<file path="config.mk">
export PLATFORM = sky130hd
export DESIGN_NAME = alu_exec_unit
export DESIGN_NICKNAME = d
export VERILOG_FILES = /design/src/rtl/alu_pkg.sv /design/src/rtl/mul_seq16.sv /design/src/rtl/alu_exec_unit.sv
export SDC_FILE = /design/constraint.sdc
export NUM_CORES = 1
export LEC_CHECK = 0
export ABC_AREA = 1
export CAP_MARGIN = 10
export CORE_MARGIN = 10
export CORE_UTILIZATION = 54
export CTS_CLUSTER_SIZE = 10
export DETAILED_ROUTE_END_ITERATION = 10
export HOLD_SLACK_MARGIN = 0.02
export PLACE_DENSITY = 0.82
export REMOVE_ABC_BUFFERS = 1
export SLEW_MARGIN = 5
export SYNTH_ARGS = -nofsm -noshare
export SYNTH_HDL_FRONTEND = slang
export SYNTH_SLANG_ARGS = --single-unit
</file>
<file path="constraint.sdc">
create_clock -name clk -period 3.4 [get_ports clk]
set_input_delay 0.85 -clock clk [delete_from_list [all_inputs] [get_ports clk]]
set_output_delay 0.85 -clock clk [all_outputs]
set_load 0.005 [all_outputs]
</file>
<file path="src/rtl/alu_pkg.sv">
// Shared definitions for the execute-stage ALU: default width, ALU_Control
// codes (also used by ALU control) and the execute FSM state encoding.
package alu_pkg;

  localparam int ALU_WIDTH = 16;
  localparam int ALU_CNT_W = 4;

  localparam logic [2:0] ALU_ADD = 3'b000;
  localparam logic [2:0] ALU_SUB = 3'b001;
  localparam logic [2:0] ALU_AND = 3'b010;
  localparam logic [2:0] ALU_OR  = 3'b011;
  localparam logic [2:0] ALU_SLT = 3'b100;
  localparam logic [2:0] ALU_MUL = 3'b101;

  typedef enum logic [1:0] {
    ST_IDLE = 2'd0,
    ST_MUL  = 2'd1,
    ST_HOLD = 2'd2
  } alu_state_t;

endpackage

</file>
<file path="src/rtl/mul_seq16.sv">
// Iterative shift-add unsigned multiplier: one multiplier bit per cycle,
// WIDTH iterations. done marks the final iteration; product is valid then.
module mul_seq16 #(
  parameter int WIDTH = 16,
  parameter int CNT_W = 4
) (
  input  logic                 clk,
  input  logic                 rst_n,
  input  logic                 abort,
  input  logic                 start,
  input  logic [WIDTH-1:0]     multiplicand,
  input  logic [WIDTH-1:0]     multiplier,
  output logic                 busy,
  output logic                 done,
  output logic [2*WIDTH-1:0]   product
);

  localparam logic [CNT_W-1:0] LAST = CNT_W'(WIDTH - 1);

  logic [2*WIDTH-1:0] acc;
  logic [2*WIDTH-1:0] mcand_sh;
  logic [2*WIDTH-1:0] addend;
  logic [WIDTH-1:0]   mplier;
  logic [CNT_W-1:0]   cnt;

  // mcand_sh always holds multiplicand << cnt, so no barrel shifter is needed.
  always_comb begin
    addend  = mplier[cnt] ? mcand_sh : '0;
    product = acc + addend;
    done    = busy && (cnt == LAST);
  end

  // NOTE: non-blocking assignments so every register samples pre-edge values.
  always_ff @(posedge clk or negedge rst_n) begin
    if (!rst_n) begin
      busy     <= 1'b0;
      acc      <= '0;
      mcand_sh <= '0;
      mplier   <= '0;
      cnt      <= '0;
    end else if (abort) begin
      busy <= 1'b0;
      cnt  <= '0;
    end else if (start) begin
      busy     <= 1'b1;
      acc      <= '0;
      mcand_sh <= {{WIDTH{1'b0}}, multiplicand};
      mplier   <= multiplier;
      cnt      <= '0;
    end else if (busy) begin
      acc      <= product;
      mcand_sh <= mcand_sh << 1;
      cnt      <= cnt + CNT_W'(1);
      if (done) busy <= 1'b0;
    end
  end

endmodule

</file>
<file path="src/rtl/alu_exec_unit.sv">
// Execute-stage ALU: single-cycle ADD/SUB/AND/OR/SLT and a multi-cycle MUL,
// with valid/ready handshakes and registered result/hi/zero/ovf.
module alu_exec_unit
  import alu_pkg::*;
#(
  parameter int WIDTH = ALU_WIDTH,
  parameter int CNT_W = ALU_CNT_W
) (
  input  logic             clk,
  input  logic             rst_n,
  input  logic             flush,
  input  logic             in_valid,
  output logic             in_ready,
  input  logic [2:0]       alu_ctrl,
  input  logic [WIDTH-1:0] op_a,
  input  logic [WIDTH-1:0] op_b,
  output logic             out_valid,
  input  logic             out_ready,
  output logic [WIDTH-1:0] result,
  output logic [WIDTH-1:0] hi,
  output logic             zero,
  output logic             ovf
);

  alu_state_t state, state_nxt;

  logic accept, accept_mul, accept_single;
  logic mul_busy, mul_done;
  logic [2*WIDTH-1:0] mul_product;

  logic [WIDTH-1:0] sum, diff, alu_res;
  logic             alu_ovf;

  mul_seq16 #(.WIDTH(WIDTH), .CNT_W(CNT_W)) u_mul (
    .clk          (clk),
    .rst_n        (rst_n),
    .abort        (flush),
    .start        (accept_mul),
    .multiplicand (op_a),
    .multiplier   (op_b),
    .busy         (mul_busy),
    .done         (mul_done),
    .product      (mul_product)
  );

  always_ff @(posedge clk or negedge rst_n) begin
    if (!rst_n) state <= ST_IDLE;
    else        state <= state_nxt;
  end

  always_comb begin
    state_nxt = state;
    if (flush) begin
      state_nxt = ST_IDLE;
    end else begin
      unique case (state)
        ST_IDLE: if (accept_mul) state_nxt = ST_MUL;
        ST_MUL: begin
          if (mul_done)       state_nxt = ST_HOLD;
          else if (!mul_busy) state_nxt = ST_IDLE;
        end
        ST_HOLD: if (out_ready) state_nxt = ST_IDLE;
        default: state_nxt = ST_IDLE;
      endcase
    end
  end

  // Handshake: rst_n and flush gate in_ready so nothing is accepted while aborting.
  always_comb begin
    in_ready      = rst_n && !flush && (state == ST_IDLE) && (!out_valid || out_ready);
    accept        = in_valid && in_ready;
    accept_mul    = accept && (alu_ctrl == ALU_MUL);
    accept_single = accept && (alu_ctrl != ALU_MUL);
  end

  // NOTE: defaults first so no path through the case can infer a latch.
  always_comb begin
    sum     = op_a + op_b;
    diff    = op_a - op_b;
    alu_res = '0;
    alu_ovf = 1'b0;
    case (alu_ctrl)
      ALU_ADD: begin
        alu_res = sum;
        alu_ovf = (op_a[WIDTH-1] == op_b[WIDTH-1]) && (sum[WIDTH-1] != op_a[WIDTH-1]);
      end
      ALU_SUB: begin
        alu_res = diff;
        alu_ovf = (op_a[WIDTH-1] != op_b[WIDTH-1]) && (diff[WIDTH-1] != op_a[WIDTH-1]);
      end
      ALU_AND: alu_res = op_a & op_b;
      ALU_OR:  alu_res = op_a | op_b;
      ALU_SLT: alu_res = WIDTH'($signed(op_a) < $signed(op_b));
      default: alu_res = '0;
    endcase
  end

  // Output registers: flush wins, then new data, then release on out_ready.
  always_ff @(posedge clk or negedge rst_n) begin
    if (!rst_n) begin
      out_valid <= 1'b0;
      result    <= '0;
      hi        <= '0;
      zero      <= 1'b0;
      ovf       <= 1'b0;
    end else if (flush) begin
      out_valid <= 1'b0;
    end else if (accept_single) begin
      out_valid <= 1'b1;
      result    <= alu_res;
      hi        <= '0;
      zero      <= (alu_res == '0);
      ovf       <= alu_ovf;
    end else if (mul_done && state == ST_MUL) begin
      out_valid <= 1'b1;
      result    <= mul_product[WIDTH-1:0];
      hi        <= mul_product[2*WIDTH-1:WIDTH];
      zero      <= (mul_product[WIDTH-1:0] == '0);
      ovf       <= 1'b0;
    end else if (accept_mul || (out_valid && out_ready)) begin
      out_valid <= 1'b0;
    end
  end

endmodule

</file>
; After elaboration in Yosys (flattened, before gate mapping)
; Cells that the tools add are included.
[classes]
addsub = 4
magnitude_cmp = 2
n_eq_ne = 16
muxes = 34
n_bitwise = 3
n_reduce_logical = 27
[ops]
columns = operator, n
row1 = $mux 32, 5
row2 = $pmux 16 s5, 1
row3 = $mux 16, 4
row4 = $add 32x32->32, 1
row5 = $logic_not 16->1, 2
row6 = $add 16x16->16, 1
row7 = $and 16x16->16, 1
row8 = $lt 16x16->1, 1
row9 = $or 16x16->16, 1
row10 = $sub 16x16->16, 1
row11 = $mux 1, 13
row12 = $mux 4, 3
row13 = $logic_and 1x1->1, 11
row14 = $mux 2, 5
row15 = $ne 3x3->1 const B, 3
row16 = $eq 3x2->1 const B, 2
row17 = $eq 3x3->1 const B, 2
row18 = $pmux 2 s3, 1
row19 = $reduce_and 2->1, 3
row20 = $lt 4x5->1 const B, 1
row21 = $add 4x1->4 const B, 1
row22 = $bmux 1 s4, 1
row23 = $eq 4x4->1 const B, 1
row24 = $ne 4x4->1 const B, 1
row25 = 15 further kinds, 20
[totals]
ff_bits = 122
inputBits = 40
out_inout_bits = 36
word_cells = 97

; Depth between registers and ports, before layout
[logic_depth]
ltp_word = 11
mapped_depth = 25
ltp_nobuf = 24

; By module
; A second synthesis with hierarchy kept.
[hier_totals]
cells_unflattened = 1581
area_unflattened_um2 = 10348.7
[by_module_without_submodules]
columns = mod, instances, cells_per_inst, area_per_inst_um2, seq_area_each_um2
row1 = mul_seq16, 1, 841, 5904.4, 2127.0
row2 = alu_exec_unit, 1, 740, 4444.3, 925.9

; Worst setup path before layout
; Ideal clock, no wire load.
[synth_timing]
path_type = reg2reg
from = register u_mul.cnt[0]
to = register hi[10]
setup_time_ns = 0.117
arrival_time_ns = 3.136
t_required_ns = 3.283
slack_ns = 0.147
stages_incl_launch_ff = 20
path_buffers = 2
synth_period_minus_slack_ns = 3.253
cell_sequence = dfrtp_1 buf_2 o311ai_0 nand3_1 nand2_1 clkbuf_1 nor2_1 ha_1 fa_1 nand2_1 nand2_1 nand2_2 o21ai_2 nand3_1 nand2_1 a21oi_1 o21ai_1 or2_1 nand3_1 nand2_1
[synth_via]
elab_chain_cells = 6
word_cells_on_any_way = 11
cone_classes = add/sub (1) / eq/ne (1) / mux (5) / reduce/logical (4)
[synth_rtl]
columns = element, line_no
row1 = start: declaration, mul_seq16.sv:24  ; logic [CNT_W-1:0] cnt;
row2 = start signal: assignment, mul_seq16.sv:53  ; cnt <= cnt + CNT_W'(1);
row3 = $bmux 1 s4, mul_seq16.sv:28  ; addend = mplier[cnt] ? mcand_sh : '0;
row4 = $mux 1 (implied by the code), mul_seq16.sv:28
row5 = $mux 32, mul_seq16.sv:28
row6 = $add 32x32->32, mul_seq16.sv:29  ; product = acc + addend;
row7 = $mux 16, alu_exec_unit.sv:114  ; end else if (mul_done && state == ST_MUL) begin
row8 = $mux 16, alu_exec_unit.sv:108  ; end else if (accept_single) begin
row9 = end signal: assignment, alu_exec_unit.sv:117  ; hi <= mul_product[2*WIDTH-1:WIDTH];
row10 = end: declaration, alu_exec_unit.sv:20  ; output logic [WIDTH-1:0] hi,
; Parallel ways exist; a longest one is shown, timed or not. The select of a mux whose other input is x is not followed.
; A chain may end at the register's enable or synchronous reset.

; Worst setup path in the final report
[layout_timing]
from = register u_mul.cnt[0]
to = register u_mul.acc[24]
[layout_via]
elab_chain_cells = 6
[layout_rtl]
columns = element, line_no
row1 = $bmux 1 s4, mul_seq16.sv:28
row2 = $mux 1 (implied by the code), mul_seq16.sv:28
row3 = $mux 32, mul_seq16.sv:28
row4 = $add 32x32->32, mul_seq16.sv:29
row5 = $mux 32, mul_seq16.sv:50  ; end else if (busy) begin
row6 = $mux 32, mul_seq16.sv:44  ; end else if (start) begin
row7 = end signal: assignment, mul_seq16.sv:51  ; acc <= product;
row8 = end: declaration, mul_seq16.sv:20  ; logic [2*WIDTH-1:0] acc;
; Every way passes these cells. The select of a mux whose other input is x is not followed.

==> flow_metrics.env <==
export IMPL_cts_buffers=17
export IMPL_ys_top_cells_by_area="dfrtp_1 32%, nand2_1 15%, ha_1 11%, inv_1 7.2%, nor2_1 5.7%"
export IMPL_overflow=0
export IMPL_portBuffers=75
export IMPL_register_area_um2=3050
export IMPL_fmax_mhz=298
export IMPL_antenna_found_initial=0
export IMPL_cts_tree="done"
export IMPL_place_area_um2=11700
export IMPL_grt_setup_unrepaired="yes"
export IMPL_vias_per_cell=5.64
export IMPL_yosysSeqAreaShare=0.317
export IMPL_postLayoutCellArea_um2=12600
export IMPL_root_buffer="clkbuf_16"
export IMPL_io_pins=76
export IMPL_grt_max_degree=63
export IMPL_die_w_um=154
export IMPL_fin_crit_sh=0.987
export IMPL_ir_drop_mv=0.424
export IMPL_layout_cells_most_common="nand2_1"
export IMPL_status="complete, no violations"
export IMPL_clkSlewWorstSetupHoldPaths_ns=0.06
export IMPL_antennaDiodeCount=0
export IMPL_h_tree_depth=4
export IMPL_multiInputGateArea_um2=5880
export IMPL_worstHoldPathType="in -> async"
export IMPL_postLayoutCoreUtil=0.723
export IMPL_report_final_slew_viol_count=0
export IMPL_tns_ns=0
export IMPL_clock_latency_ns=0.43
export IMPL_synth_seq_cells=122
export IMPL_async_flop_share=1.00
export IMPL_synth_cells=1406
export IMPL_ys_warn_count=0
export IMPL_coreArea_um2=17400
export IMPL_dieArea_um2=23600
export IMPL_wl_um=32600
export IMPL_path_class="reg -> reg"
export IMPL_synth_distinct_cells=56
export IMPL_dominantRegCellSynth="dfrtp_1"
export IMPL_critPathCaptureType="register"
export IMPL_critPathRequiredTime_ns=3.76
export IMPL_tightestPinTransition_ns=1.10
export IMPL_syn_to_final_growth_pct=30.6
export IMPL_clockBufferDepth=2
export IMPL_period_minus_slack_ns=3.36
export IMPL_post_synth_top_area_fraction=0.317
export IMPL_finalSetupViolations=0
export IMPL_die_h_um=154
export IMPL_start_kind="register"
export IMPL_syn_area_per_cell_um2=6.86
export IMPL_antenna_left=0
export IMPL_crit_arrival_ns=3.71
export IMPL_slew_limit_headroom=0.265
export IMPL_grt_usage=0.262
export IMPL_p_leak_nw=6.54
export IMPL_layout_common_cells="387 x nand2_1, 185 x inv_1, 161 x buf_4, 143 x nor2_1, 121 x dfrtp_1"
export IMPL_path_max_fanout=11
export IMPL_wl_per_cell_um=17.5
export IMPL_p_per_area_nw_per_um2=452
export IMPL_core_rowCount=48
export IMPL_drt_iter0_markers=1122
export IMPL_grt_pass1_vias=9988
export IMPL_skew_ns=0.00949
export IMPL_hold_ws_ns=0.267
export IMPL_grt_pass1_wl_um=51200
export IMPL_gp_congestion=1.03
export IMPL_drive_gt1_frac=0.164
export IMPL_drt_pass1_iter_count=6
export IMPL_cts_sinks=122
export IMPL_vias=10500
export IMPL_synth_edf_count=0
export IMPL_finalPower_mw=5.69
export IMPL_hpwl_um=24000
export IMPL_cts_hold_buf=0
export IMPL_drv_cap=0
export IMPL_num_nets_final=1756
export IMPL_initial_utilization=0.554
export IMPL_synth_area_leader_cell="dfrtp_1"
export IMPL_netlist_area_um2=9640
export IMPL_drc=0
export IMPL_n_fill_cell=1404
export IMPL_report_final_hold_viol_count=0
## Yosys cell counts, types with 5 or more instances
cell type	instances
nand2_1	394
inv_1	186
nor2_1	147
dfrtp_1	122
nand3_1	103
ha_1	87
a21oi_1	80
o21ai_0	78
o21ai_1	27
buf_2	24
o22ai_1	17
clkbuf_1	12
nand4_1	12
o221ai_1	9
xor2_1	9
nor3_1	7
o211ai_1	7
xnor2_1	7
nand3b_1	6
o21bai_1	6
a21o_1	5
## cell families (layout without fill, tap and decap cells)
kind of cell,Yosys count,after routing,share of synthesized area
simple gates,692,692,0.302
compound gates,253,253,0.150
buf+inv,232,464,0.0957
flops,122,122,0.317
fa+ha+maj,90,90,0.119
xor+xnor,17,17,0.0162
## state kept, by name, summed over array words and instances (netlist names), 2 cells and up
register and cells:
hi 16, result 16, state 2, u_mul.acc 32
u_mul.cnt 4, u_mul.mcand_sh 32, u_mul.mplier 16
## power breakdown
group	internal (mW)	leakage [nW]	switching, mW
logic	0.869	4.64	1.14
registers	1.71	1.61	0.164
clock network	1.14	0.289	0.666
## per-layer routing
layer / track usage / part of all wire / wire (um)
met1: 0.360 / 0.43 / 14200
met2: 0.413 / 0.46 / 14900
met3: 0.0508 / 0.087 / 2840
met4: 0.0702 / 0.022 / 731
met5: 0 / 0 / 0
## final timing paths
kind                       slack (ns)                  to  cells after the start         start
max                              0.04       u_mul.acc[24]                     20  u_mul.cnt[0]
min                              0.27        u_mul.cnt[3]                      1         rst_n
max reg2reg                      0.04       u_mul.acc[24]                     20  u_mul.cnt[0]
min reg2reg                      0.48              hi[13]                      2        hi[13]
max in group asynchronous        1.43  u_mul.mcand_sh[16]                      3         rst_n
min in group clk                 0.48              hi[13]                      2        hi[13]
## worst max-delay path: stages (launching register included)
cell and delay, ns:
dfrtp_2 0.48, buf_6 0.16, a21oi_2 0.11, o21ai_1 0.08
nand3_1 0.11, nand3_2 0.11, nand2_4 0.17, clkbuf_16 0.19
nor2_1 0.05, ha_1 0.31, or2_0 0.26, nand2_2 0.12
inv_1 0.06, nand3_1 0.08, nand3_2 0.15, a21boi_2 0.23
o21ai_2 0.11, a21oi_2 0.17, or2_1 0.16, nand3_1 0.08
nand2_1 0.08
## metrics by stage
stage,setup WS [ns],instances
3_5_place_dp,-0.117,1827
6_report,0.0442,1863
5_1_grt,-0.120,1863
4_1_cts,0.0243,1858
3_3_place_gp,-0.159,1827
2_1_floorplan,0.0147,1365
## cell type report
| type | count | area share |
|---|---|---|
| flip-flops and latches | 122 | 0.242 |
| well taps | 225 | 0.0223 |
| multi-input cells | 1052 | 0.467 |
| inverters | 191 | 0.0569 |
| clock buffers | 23 | 0.0387 |
| clock inverters | 8 | 0.00735 |
| repair buffers | 242 | 0.166 |
## repair_timing
action                                  4_1_cts  5_1_grt
gates resized for setup                       1       59
pin swaps                                     0       27
endpoints found under the hold margin         0        0
endpoints found under the setup margin        4       38
cloned                                        0        2
buffers inserted                              0        3
Power figures use the tool's default switching activity.
